File: src/rtl/ro_scan_scheduler.sv
// ro_scan_scheduler: steps through the enabled ring oscillators one at a time, gating a
// shared edge counter for a fixed window and handing each count to a shared UART sender.
// Optional build macro RO_SCAN_TAG_EN: when defined, each sent word carries the channel
// index in bits [31:28] and the count is saturated to 28 bits; otherwise the raw count is sent.
module ro_scan_scheduler #(
    parameter int unsigned N_RO          = 4,
    parameter int unsigned GATE_CYCLES   = 1000000,
    parameter int unsigned SETTLE_CYCLES = 16,
    parameter int unsigned SEND_TIMEOUT  = 2000000,
    localparam int unsigned IDX_W        = (N_RO > 1) ? $clog2(N_RO) : 1
) (
    input  logic             clk,
    input  logic             rst,
    input  logic             start,
    input  logic             continuous,
    input  logic [N_RO-1:0]  ro_mask,
    output logic [IDX_W-1:0] ro_sel,
    output logic             ro_en,
    output logic             cnt_clear,
    output logic             cnt_gate,
    input  logic [31:0]      cnt_value,
    output logic [31:0]      send_data,
    output logic             send_req,
    input  logic             send_done,
    output logic             busy,
    output logic             meas_valid,
    output logic [IDX_W-1:0] meas_id,
    output logic             timeout_err
);

    // Terminal values of the shared phase counter; each phase restarts it at zero.
    localparam logic [31:0] SettleLast  = 32'(SETTLE_CYCLES - 1);
    localparam logic [31:0] GateLast    = 32'(GATE_CYCLES - 1);
    localparam logic [31:0] TimeoutLast = 32'(SEND_TIMEOUT - 1);
    // Second drain cycle: the counter result has crossed its synchroniser by then.
    localparam logic [31:0] DrainLast   = 32'd1;

    typedef enum logic [2:0] {
        StIdle,
        StSettle,
        StGate,
        StDrain,
        StSend,
        StWaitDone,
        StNext
    } state_e;

    state_e           state_q, state_d;
    logic [31:0]      cnt_q, cnt_d;
    logic [IDX_W-1:0] ro_sel_q, ro_sel_d;
    logic [N_RO-1:0]  mask_q, mask_d;
    logic [31:0]      data_q, data_d;
    logic             meas_valid_q, meas_valid_d;
    logic [IDX_W-1:0] meas_id_q, meas_id_d;
    logic             timeout_err_q, timeout_err_d;

    logic [IDX_W-1:0] start_idx;
    logic [IDX_W-1:0] wrap_idx;
    logic [IDX_W-1:0] next_idx;
    logic             next_found;
    logic [31:0]      latch_word;

    // Lowest set bit of a mask; callers guarantee the mask is non-zero.
    function automatic logic [IDX_W-1:0] lowest_set(input logic [N_RO-1:0] m);
        logic [IDX_W-1:0] idx;
        idx = '0;
        for (int i = N_RO - 1; i >= 0; i--) begin
            if (m[i]) begin
                idx = IDX_W'(i);
            end
        end
        return idx;
    endfunction

    // First channel of a new scan (from the live mask) and wrap target (from the latched mask).
    always_comb begin
        start_idx = lowest_set(ro_mask);
        wrap_idx  = lowest_set(mask_q);
    end

    // Next enabled channel strictly above the current one in the latched mask.
    always_comb begin
        next_found = 1'b0;
        next_idx   = '0;
        for (int i = N_RO - 1; i >= 0; i--) begin
            if (mask_q[i] && (i > int'(ro_sel_q))) begin
                next_found = 1'b1;
                next_idx   = IDX_W'(i);
            end
        end
    end

`ifdef RO_SCAN_TAG_EN
    logic [3:0]  tag;
    logic [27:0] cnt_sat;

    // Tagged word: channel in the top nibble, count clipped to the remaining 28 bits.
    always_comb begin
        tag        = 4'(ro_sel_q);
        cnt_sat    = (cnt_value[31:28] != 4'd0) ? 28'hFFF_FFFF : cnt_value[27:0];
        latch_word = {tag, cnt_sat};
    end
`else
    // Untagged word: the raw counter result.
    always_comb begin
        latch_word = cnt_value;
    end
`endif

    // Next-state and output decode for the scan sequencer.
    always_comb begin
        state_d       = state_q;
        cnt_d         = cnt_q;
        ro_sel_d      = ro_sel_q;
        mask_d        = mask_q;
        data_d        = data_q;
        meas_valid_d  = 1'b0;
        meas_id_d     = meas_id_q;
        timeout_err_d = timeout_err_q;
        ro_en         = 1'b0;
        cnt_clear     = 1'b0;
        cnt_gate      = 1'b0;
        send_req      = 1'b0;

        unique case (state_q)
            StIdle: begin
                cnt_d = '0;
                if (start && (ro_mask != '0)) begin
                    mask_d        = ro_mask;
                    timeout_err_d = 1'b0;
                    ro_sel_d      = start_idx;
                    state_d       = StSettle;
                end
            end

            StSettle: begin
                ro_en     = 1'b1;
                cnt_clear = (cnt_q == '0);
                if (cnt_q == SettleLast) begin
                    cnt_d   = '0;
                    state_d = StGate;
                end else begin
                    cnt_d = cnt_q + 32'd1;
                end
            end

            StGate: begin
                ro_en    = 1'b1;
                cnt_gate = 1'b1;
                if (cnt_q == GateLast) begin
                    cnt_d   = '0;
                    state_d = StDrain;
                end else begin
                    cnt_d = cnt_q + 32'd1;
                end
            end

            StDrain: begin
                // Keep the RO running so the last edges inside the window still get counted.
                ro_en = 1'b1;
                if (cnt_q == DrainLast) begin
                    cnt_d        = '0;
                    data_d       = latch_word;
                    meas_valid_d = 1'b1;
                    meas_id_d    = ro_sel_q;
                    state_d      = StSend;
                end else begin
                    cnt_d = cnt_q + 32'd1;
                end
            end

            StSend: begin
                send_req = 1'b1;
                cnt_d    = '0;
                state_d  = StWaitDone;
            end

            StWaitDone: begin
                if (send_done) begin
                    cnt_d   = '0;
                    state_d = StNext;
                end else if (cnt_q == TimeoutLast) begin
                    // A stuck sender must not stall the scan; flag it and move on.
                    cnt_d         = '0;
                    timeout_err_d = 1'b1;
                    state_d       = StNext;
                end else begin
                    cnt_d = cnt_q + 32'd1;
                end
            end

            StNext: begin
                cnt_d = '0;
                if (next_found) begin
                    ro_sel_d = next_idx;
                    state_d  = StSettle;
                end else if (continuous) begin
                    // Wrap using the mask captured at scan start, not the live input.
                    ro_sel_d = wrap_idx;
                    state_d  = StSettle;
                end else begin
                    state_d = StIdle;
                end
            end

            default: begin
                state_d = StIdle;
            end
        endcase
    end

    // State and datapath registers with synchronous reset.
    always_ff @(posedge clk) begin
        if (rst) begin
            state_q       <= StIdle;
            cnt_q         <= '0;
            ro_sel_q      <= '0;
            mask_q        <= '0;
            data_q        <= '0;
            meas_valid_q  <= 1'b0;
            meas_id_q     <= '0;
            timeout_err_q <= 1'b0;
        end else begin
            state_q       <= state_d;
            cnt_q         <= cnt_d;
            ro_sel_q      <= ro_sel_d;
            mask_q        <= mask_d;
            data_q        <= data_d;
            meas_valid_q  <= meas_valid_d;
            meas_id_q     <= meas_id_d;
            timeout_err_q <= timeout_err_d;
        end
    end

    // Registered outputs exposed directly.
    always_comb begin
        ro_sel      = ro_sel_q;
        send_data   = data_q;
        busy        = (state_q != StIdle);
        meas_valid  = meas_valid_q;
        meas_id     = meas_id_q;
        timeout_err = timeout_err_q;
    end

endmodule

File: config.mk
export PLATFORM = sky130hd
export DESIGN_NAME = ro_scan_scheduler
export DESIGN_NICKNAME = d
export VERILOG_FILES = /design/src/rtl/ro_scan_scheduler.sv
export SDC_FILE = /design/constraint.sdc
export NUM_CORES = 1
export LEC_CHECK = 0
export ABC_AREA = 0
export CAP_MARGIN = 20
export CORE_MARGIN = 1
export CORE_UTILIZATION = 40
export DETAILED_ROUTE_END_ITERATION = 8
export GPL_ROUTABILITY_DRIVEN = 0
export PLACE_DENSITY = 0.66
export RECOVER_POWER = 50
export SETUP_SLACK_MARGIN = 0.4
export SLEW_MARGIN = 5
export SYNTH_ARGS = -nofsm -noshare
export SYNTH_HDL_FRONTEND = slang
export SYNTH_SLANG_ARGS = --single-unit
File: constraint.sdc
create_clock -name clk -period 7.1 [get_ports clk]
set_input_delay 1.42 -clock clk [delete_from_list [all_inputs] [get_ports clk]]
set_output_delay 1.42 -clock clk [all_outputs]
set_load 0.01 [all_outputs]
Word-level counts from Yosys, hierarchy flattened
Cells that the tools add are included.
- add/sub/neg operators: 1
- multiply operators: 0
- div/mod/pow operators: 0
- magnitude comparators: 3
- equality and inequality tests: 18
- shift operators: 0
- muxes and demuxes: 42
- bitwise logic cells: 1
- reduce and logical (&&, ||, !) cells: 19
- operators by type and width (operator ; count):
    2-to-1 mux 32 bit ; 5
    one-hot mux 32 bit (5 select lines) ; 1
    adder 32 x 1 -> 32 bit (second input constant) ; 1
    == test 32 x 1 -> 1 bit (second input constant) ; 1
    == test 32 x 20 -> 1 bit (second input constant) ; 1
    == test 32 x 21 -> 1 bit (second input constant) ; 1
    == test 32 x 4 -> 1 bit (second input constant) ; 1
    logical NOT 32 bit ; 1
    2-to-1 mux 2 bit ; 14
    one-hot mux 3 bit (7 select lines) ; 1
    2-to-1 mux 3 bit ; 6
    2-to-1 mux 1 bit ; 13
    != test 2 bit (second input constant) ; 6
    == test 3 bit (second input constant) ; 3
    == test 3 x 2 -> 1 bit (second input constant) ; 2
    != test 3 bit (second input constant) ; 2
    OR reduction 3 bit ; 2
    AND reduction 5 bit ; 1
    nonzero test 5 bit ; 1
    greater-than comparator 2 bit (first input constant) ; 2
    logical AND 1 bit ; 4
    one-hot mux 2 bit (2 select lines) ; 1
    AND reduction 2 bit ; 2
    AND reduction 4 bit ; 1
    other kinds (10) ; 11
- bits in registers: 77
- latch bits: 0
- bits in writable memories: 0
- ROM bits: 0
- input port bits: 41
- output and inout bits: 43
- memories: 0

Longest topological paths before layout
Gate-level depths: netlist of the first run.
- depth in word-level cells: 7
- gate-level depth with buffers: 10
- depth with buffers taken out: 8

Worst setup path before layout of the first run
No wires, ideal clock.
- path type: in2reg
- start point: in send_done
- end point: reg cnt_q[17]
- arrival time: 2.769 ns
- data required time: 7.038 ns
- path slack: 4.269 ns
- stages on the path: 7
- cells stage by stage: nor4b_1 o31ai_1 nand2_1 o211ai_2 buf_4 or3_1 nand3_1
- cells in the longest elaborated chain, start to end: 2
- ends and longest elaborated chain (element ; RTL line ; text):
    start: declaration ; 24 ; input logic send_done,
    2-to-1 mux 32 bit ; 179 ; if (send_done) begin
    one-hot mux 32 bit (5 select lines) ; 125 ; unique case (state_q)
    end signal: assignment ; 225 ; cnt_q <= cnt_d;
    end: declaration ; 49 ; logic [31:0] cnt_q, cnt_d;
No other way between the ends.
A chain may end at the register's enable or synchronous reset.

==> results by group, run 1 <==
Run status
  – Status: finished with violations
  – Failing checks: max-capacitance violations, max-slew violations

Detailed routing
  – Antenna Nets Post-Route: 0
  – DR iter-0 viols: 180
  – Via count: 3455
  – DRC violations left: 0
  – DRT Pass-1 Iters: 4
  – Vias/cell: 5.315
  – Routed WL: 9112 um
  – Drt wl/cell: 14.02 um

Clock tree
  – CTS Buffer Depth: 2
  – Cts repair resizes: 0
  – H-tree levels: 3
  – CTS Root Cell: clkbuf_8
  – TritonCTS clock tree: yes
  – Worst skew pair latency: 0.36 ns
  – Clock Sinks: 77
  – Post-cts hold buffer count: 0
  – CTS buffer count: 9
  – Post-CTS Setup Bufs: 0
  – Clock slew at reported path FFs: 0.09 ns

Logic synthesis
  – Synthesized Nets: 509
  – Register bit count reported by yosys: 77
  – Top FF cell, synth: dfxtp_1
  – Synthesized netlist cell count: 465
  – Yosys top cell by area: dfxtp_1
  – Syn avg cell area: 7.814 um^2
  – Ys Warns: 0
  – Post-synth design cell area: 3633 um^2
  – Post-synthesis sequential area ratio: 42.42%
  – Synth cell types: 53
  – Top cell type's share of synthesized area: 42.42%
  – Synth async-reset ratio: 0%
  – EDFF count, synth: 0
  – Largest cells by area after synthesis: dfxtp_1 (42%), nand2_1 (9.8%), a21oi_1 (7.0%), nor2_1 (4.4%), nand3_1 (4.3%)

STA
  – Final Critical Period: 4.161 ns
  – Final Max Slew Viols: 55
  – Final cycle utilization of the critical path: 58.60%
  – Final hold vios: 0
  – Worst slew margin: -64.32%
  – Max Freq: 240.3 MHz
  – # setup viols final: 0
  – Setup Skew: 0.01342 ns
  – RSZ-0062 raised after global routing: false
  – Setup TNS: 0 ns
  – Worst slew pin tran: 2.465 ns

Die
  – Die height: 97.31 um
  – Die X: 97.31 um
  – Total core area: 8763 um^2
  – Die ar.: 9469 um^2
  – Starting Density: 41.46%
  – Row cnt: 34
  – # IOs: 84

Setup path
  – Worst Setup Path Type: input port to flop
  – Critical Path RT: 7.35 ns
  – CP endpoint kind: flop
  – Critical path arrival: 4.41 ns
  – Crit-path max FO: 54
  – Kind of cell adding the most delay to the critical path: buffers and inverters
  – CP bufs+invs: 1
  – Cell Chain, Critical Path: clkbuf_1 > nor2_1 > a221o_1
  – Largest stage delay, worst path: 1.71 ns
  – Slowest CP cell: clkbuf_1
  – CP startpoint kind: input port

GRT
  – First-pass GRT wire length: 15340 um
  – Vias in the first global route: 3149
  – Largest net degree at the start of global routing: 55
  – Antenna violations before repair: 0
  – Total track usage: 20.05%
  – GRT overflow: 0

Job
  – Max cap viols: 1

Final layout
  – Share of layout cells above drive strength 1: 5.535%
  – Nets: 581
  – ANT cells: 0
  – Fin util: 53.41%
  – Area Growth Syn to Fin: 28.82%

Power
  – Lkg Pwr: 1.704 nW
  – Pwr Density: 217.7 nW/um^2
  – Maximum resistive drop on vdd: 0.0001418 V

Worst hold path
  – Worst min path class: flop to flop

Place
  – DP Wirelength: 6396 um
  – Port bufs: 83
## worst min-delay path, delay by kind of cell, from the launching register on
family	cells	cell delay (ns)
and+or+nand+nor	1	0.05
AOI/OAI and AO/OA	1	0.05
DFF	1	0.32
## cell families (layout without fill, tap and decap cells)
kind of cell               count (synthesis)  in the layout  share of synthesized area (%)
AOI/OAI and AO/OA                         91             91                          15.25
DFF                                       77             77                          42.42
buffers and inverters                     37            114                          4.855
and+or+nand+nor                          239            239                          31.92
adders and majority gates                  3              3                          1.033
xor gates and xnor gates                  13             13                          3.134
muxes                                      5              5                          1.377
## routing by layer
| metal | global-route usage [%] | routed length [um] | vias to the layer above |
|---|---|---|---|
| met5 | 0 | 0 | - |
| met2 | 31.26 | 4128 | 77 |
| met4 | 7.805 | 157 | 0 |
| met3 | 4.748 | 424 | 12 |
| li1 | - | - | 1776 |
| met1 | 26.87 | 4401 | 1590 |
## state kept, by name (all words and copies together) (netlist names)
| register | flops |
|---|---|
| cnt_q | 32 |
| send_data | 32 |
| mask_q | 4 |
| state_q | 3 |
| meas_id | 2 |
| ro_sel | 2 |
| meas_valid | 1 |
| timeout_err | 1 |
## cells in the final DEF (no fill, tap or decap), drive strengths merged, types with 3 or more instances in the layout
master         Yosys  final
xor2              11     11
mux2i              5      5
ha                 3      3
dfxtp             77     77
and3               7      7
clkbuf            13     10
nand3             32     32
nor2              43     43
dlygate4sd3        0     42
inv               13     18
a21oi             52     52
nor3              17     17
or3               11     11
nor4               9      9
o21ai             13     13
clkdlybuf4s50      0     40
o22ai              5      5
o211ai             4      4
nand4             13     13
nand2b             4      4
nand2             95     95
o311ai             3      3
## synth_stat cells (2+ instances only)
library cell / count
nand2_1: 95
dfxtp_1: 77
a21oi_1: 51
nor2_1: 43
nand3_1: 31
nor3_1: 15
clkbuf_1: 13
inv_1: 13
nand4_1: 12
o21ai_0: 12
or3_1: 11
xor2_1: 11
and3_1: 7
buf_2: 6
nor4_1: 6
mux2i_1: 5
nand2b_1: 4
o22ai_1: 4
buf_6: 3
ha_1: 3
o211ai_1: 3
o311ai_1: 3
a21o_1: 2
and2_1: 2
buf_4: 2
nor4_4: 2
o31ai_1: 2
xnor2_1: 2
## power breakdown
part	leakage (nW)	internal (W)	switching, W
logic	0.993	0.000101	0.000127
clock network	0.0892	0.000134	0.000185
registers	0.621	0.000450	0.0000220
total	1.70	0.000685	0.000334
## through the flow
step                      setup slack (ns)  total power (W)  cell area [um^2]  cells  hold slack, ns
after floorplan                      4.269        0.0006268              3633    465          0.4805
after global placement               3.078        0.0007107              4474    633          0.4407
after detailed placement             3.348        0.0007151              4502    634          0.4470
after CTS                            3.356         0.001039              4687    650          0.4595
after global routing                 2.561         0.001076              4681    650          0.4773
final                                2.939         0.001019              4681    650          0.4536
## final timing paths
kind,slack [ns],end,start,cells past startpoint
setup / recovery,2.94,cnt_q[31],rst,3
hold / removal,0.45,send_data[25],send_data[25],2
setup reg to reg,4.09,send_data[0],cnt_q[21],8
hold reg to reg,0.45,send_data[25],send_data[25],2
## layout make-up
type	count	area [um^2]
clock inverter	7	61.31
inverter	13	48.80
clock buffer	9	123.9
multi-input combinational	351	1911
timing repair buffer	85	859.6
fill	874	4083
sequential	77	1541
tap	108	135.1
Power figures use the tool's default switching activity.
==> run 2: changes to the inputs <==
==> constraint.sdc (replaced) <==
create_clock -name clk -period 4.1 [get_ports clk]
set_input_delay 0.82 -clock clk [delete_from_list [all_inputs] [get_ports clk]]
set_output_delay 0.82 -clock clk [all_outputs]
set_load 0.01 [all_outputs]
==> results by group, run 2 (synthesis gave the netlist of run 1 again) <==
STA
  – RSZ-0062 raised after global routing: false
  – Final cycle utilization of the critical path: 76.82%
  – # setup viols final: 0
  – Final Critical Period: 3.150 ns
  – Worst slew pin tran: 0.9625 ns
  – Max Freq: 317.5 MHz
  – Final hold vios: 0
  – Setup TNS: 0 ns
  – Setup Skew: 0.007053 ns
  – Final Worst Setup Slack: 0.9503 ns
  – Worst slew margin: 35.60%
  – Final Max Slew Viols: 0

GRT
  – Vias in the first global route: 3213
  – Antenna violations before repair: 0
  – Total track usage: 19.61%
  – GRT overflow: 0
  – First-pass GRT wire length: 15190 um
  – Largest net degree at the start of global routing: 55

Final layout
  – Nets: 582
  – Filler cells: 874
  – Commonest non-fill, non-tap cells in the layout: nand2_1 (95), dfxtp_1 (77), a21oi_1 (52)
  – Share of layout cells above drive strength 1: 4.972%
  – Area Growth Syn to Fin: 28.37%
  – Leading cell type in the layout, fill and taps excluded: nand2_1
  – ANT cells: 0

Setup path
  – Crit-path max FO: 4
  – CP startpoint kind: flop
  – Critical path arrival: 2.33 ns
  – CP endpoint kind: primary output
  – Worst Setup Path Type: flop to primary output
  – Critical Path RT: 3.28 ns

Power
  – Lkg Pwr: 1.718 nW
  – Maximum resistive drop on vdd: 0.0002767 V
  – Pwr Density: 383.8 nW/um^2

Clock tree
  – H-tree levels: 3
  – Post-cts hold buffer count: 0
  – CTS Buffer Depth: 2
  – Post-CTS Setup Bufs: 0
  – Cts repair resizes: 0
  – Clock slew at reported path FFs: 0.09 ns
  – CTS Root Cell: clkbuf_8
  – Clock Sinks: 77
  – CTS buffer count: 9
  – TritonCTS clock tree: yes
  – Worst skew pair latency: 0.35 ns

Die
  – Row cnt: 34
  – Die X: 97.31 um
  – Starting Density: 41.46%
  – Die ar.: 9469 um^2
  – Total core area: 8763 um^2
  – # IOs: 84
  – Die height: 97.31 um

Place
  – Port bufs: 83
  – DP Wirelength: 6352 um
  – Pre-CTS setup slack: 1.156 ns

Run status
  – Status: complete, no violations

Detailed routing
  – Drt wl/cell: 13.85 um
  – Antenna Nets Post-Route: 0
  – DRT Pass-1 Iters: 4
  – DR iter-0 viols: 158
  – Routed WL: 9018 um
  – DRC violations left: 0
  – Vias/cell: 5.413
  – Via count: 3524

Job
  – Max cap viols: 0

Worst hold path
  – Worst min path class: flop to flop
run 2: cell types whose count changed in the layout (fill, tap and decap cells not counted), sizes merged:
cell | previous run | this run
clkdlybuf4s50 | 40 | 39
dlygate4sd3 | 42 | 43
inv | 18 | 15
clkinv | 0 | 1
bufinv | 0 | 1
clkbuf | 10 | 11
buf | 2 | 3
run 2: power by group:
part / leakage, nW / total (W) / switching (W) / internal (W)
combinational: 1.00 / 0.000389 / 0.000218 / 0.000171
clock: 0.0935 / 0.000585 / 0.000298 / 0.000287
sequential: 0.621 / 0.000816 / 0.0000381 / 0.000778
run 2: worst paths after layout:
path	endpoint	slack (ns)	from	depth (start not counted)
max reg2reg	send_data[11]	1.06	cnt_q[22]	8
min	send_data[19]	0.45	send_data[19]	2
max	cnt_clear	0.95	cnt_q[22]	4
min reg2reg	send_data[19]	0.45	send_data[19]	2
run 2: worst max-delay path: stages, from the launching register on:
cell and delay, ns:
dfxtp_1 0.35, nor3_1 0.46, nand4_1 0.29, nor3_1 0.30
clkdlybuf4s50_1 0.59
run 2: layer usage:
metal | wire length [um] | vias up | share of wire, % | track usage [%]
li1 | - | 1783 | - | -
met1 | 4136 | 1625 | 46 | 25.55
met2 | 4268 | 102 | 47 | 31.96
met3 | 453 | 14 | 5.0 | 3.885
met4 | 160 | 0 | 1.8 | 7.692
met5 | 0 | - | 0 | 0
run 2: cell type report:
class	instances	area [um^2]	share of cell area, %
multi-input cells	351	1894	40.61
flip-flops and latches	77	1541	33.05
repair buffers	86	845.8	18.13
well taps	108	135.1	2.897
clock buffers	10	127.6	2.736
clock inverters	6	71.32	1.529
inverters	13	48.80	1.046
run 2: through the flow:
stage	instance area, um^2	instances	hold WS, ns	util [%]	total power [W]
after global placement	4489	635	0.4416	51.23	0.001231
after detailed placement	4489	635	0.4467	51.23	0.001238
after floorplan	3633	465	0.4805	-	0.001085
after CTS	4688	651	0.4589	53.50	0.001828
after global routing	4664	651	0.4755	53.23	0.001893
final	4664	651	0.4513	53.23	0.001790
==> run 3: changes to the inputs <==
==> constraint.sdc (replaced) <==
create_clock -name clk -period 3.2 [get_ports clk]
set_input_delay 0.64 -clock clk [delete_from_list [all_inputs] [get_ports clk]]
set_output_delay 0.64 -clock clk [all_outputs]
set_load 0.01 [all_outputs]
==> results by group, run 3 (synthesis gave the netlist of run 1 again) <==
Run status
  – Status: complete, no violations

Clock tree
  – TritonCTS clock tree: yes
  – Clock Sinks: 77
  – Worst skew pair latency: 0.36 ns
  – Clock slew at reported path FFs: 0.09 ns
  – CTS Buffer Depth: 2
  – CTS Root Cell: clkbuf_8
  – H-tree levels: 3
  – CTS buffer count: 9
  – Post-cts hold buffer count: 0

Final layout
  – Leading cell type in the layout, fill and taps excluded: nand2_1
  – ANT cells: 0
  – Register area: 1541 um^2
  – Commonest non-fill, non-tap cells in the layout: nand2_1 (95), dfxtp_1 (77), a21oi_1 (51)
  – Multi-input logic area: 1916 um^2
  – Filler cells: 849
  – Nets: 585
  – Fin cells: 654
  – Share of layout cells above drive strength 1: 6.593%
  – Area Growth Syn to Fin: 29.13%

STA
  – RSZ-0062 raised after global routing: true
  – Final Worst Setup Slack: 0.4241 ns
  – Setup TNS: 0 ns
  – Worst slew margin: 46.99%
  – Final hold vios: 0
  – Setup Skew: 0.01442 ns
  – Max Freq: 360.2 MHz
  – # setup viols final: 0
  – Final Max Slew Viols: 0
  – Final Critical Period: 2.776 ns
  – Worst slew pin tran: 0.7951 ns
  – Final cycle utilization of the critical path: 86.75%

Setup path
  – Worst R2R Path Depth: 8
  – Worst Setup Path Type: flop to primary output
  – Slowest CP cell: clkdlybuf4s50_1
  – Kind of cell adding the most delay to the critical path: simple AND/OR/NAND/NOR gates
  – Critical path arrival: 2.14 ns
  – Cell Chain, Critical Path: nor4_4 > nand4_2 > nor3_1 > clkdlybuf4s50_1
  – CP endpoint kind: primary output
  – Largest stage delay, worst path: 0.58 ns
  – WP depth: 4
  – Critical Path RT: 2.56 ns
  – CP startpoint kind: flop
  – CP bufs+invs: 1
  – Crit-path max FO: 7

GRT
  – First-pass GRT wire length: 15850 um
  – GRT overflow: 0
  – Total track usage: 20.32%
  – Largest net degree at the start of global routing: 54
  – Vias in the first global route: 3284
  – Antenna violations before repair: 0

Detailed routing
  – DR iter-0 viols: 144
  – Antenna Nets Post-Route: 0
  – Routed WL: 9336 um
  – Vias/cell: 5.320
  – DRT Pass-1 Iters: 4
  – M1 wire length: 4420 um
  – Top routing layer in use: met4
  – Via count: 3479
  – Met3 routed WL: 427 um
  – WL met2: 4307 um
  – Drt wl/cell: 14.28 um
  – DRC violations left: 0

Place
  – Port bufs: 83
  – Placed insts: 637
  – Pre-CTS setup slack: 0.2694 ns
  – DP Wirelength: 6497 um

Power
  – Overall power: 0.002246 W
  – Maximum resistive drop on vdd: 0.0002561 V
  – Pwr Density: 478.6 nW/um^2
  – Lkg Pwr: 1.733 nW

Die
  – Total core area: 8763 um^2
  – Row cnt: 34
  – Starting Density: 41.46%
  – Die ar.: 9469 um^2
  – Die height: 97.31 um
  – Die X: 97.31 um
  – # IOs: 84

Job
  – Max cap viols: 0

Worst hold path
  – Worst min path class: flop to flop
  – Hold path cells: 2
run 3: layout make-up:
class,instances,area share (%)
clock inverter,7,1.200
timing repair buffer,89,18.56
sequential,77,32.85
multi-input combinational,351,40.83
inverter,13,1.040
tap,108,2.880
clock buffer,9,2.640
run 3: what timing repair did:
item                                    CTS  global route
pin swaps                                 1             0
resized for setup                         1             4
buffers inserted                          1             0
endpoints found under the setup margin    9            58
run 3: per-layer routing:
layer	vias to the layer above	GRT usage, %
li1	1775	-
met5	-	0
met2	93	32.88
met1	1598	26.93
met4	0	7.240
met3	13	4.101
run 3: metrics by stage:
stage	utilization [%]	hold slack, ns	area [um^2]
after floorplan	-	0.4805	3633
after global placement	51.40	0.4422	4504
after detailed placement	51.40	0.4465	4504
after CTS	53.60	0.4601	4697
after global routing	53.54	0.4773	4692
final	53.54	0.4539	4692
run 3: power by group:
| part | internal, W | total [W] | switching (W) |
|---|---|---|---|
| logic | 0.000223 | 0.000507 | 0.000284 |
| clock network | 0.000293 | 0.000691 | 0.000399 |
| registers | 0.000997 | 0.00105 | 0.0000501 |
run 3: path summary, 6_finish.rpt:
kind | to | start | slack (ns)
worst max-delay path | cnt_clear | cnt_q[6] | 0.42
worst max register to register | cnt_q[24] | cnt_q[0] | 0.43
worst min register to register | send_data[31] | send_data[31] | 0.45
worst min-delay path | send_data[31] | send_data[31] | 0.45
run 3: worst reg2reg max path: cells and delay by family (launching register included):
| family | cells | cell delay [ns] |
|---|---|---|
| simple gates | 3 | 0.63 |
| fa+ha+maj | 1 | 0.21 |
| compound gates | 4 | 1.39 |
| flops | 1 | 0.44 |
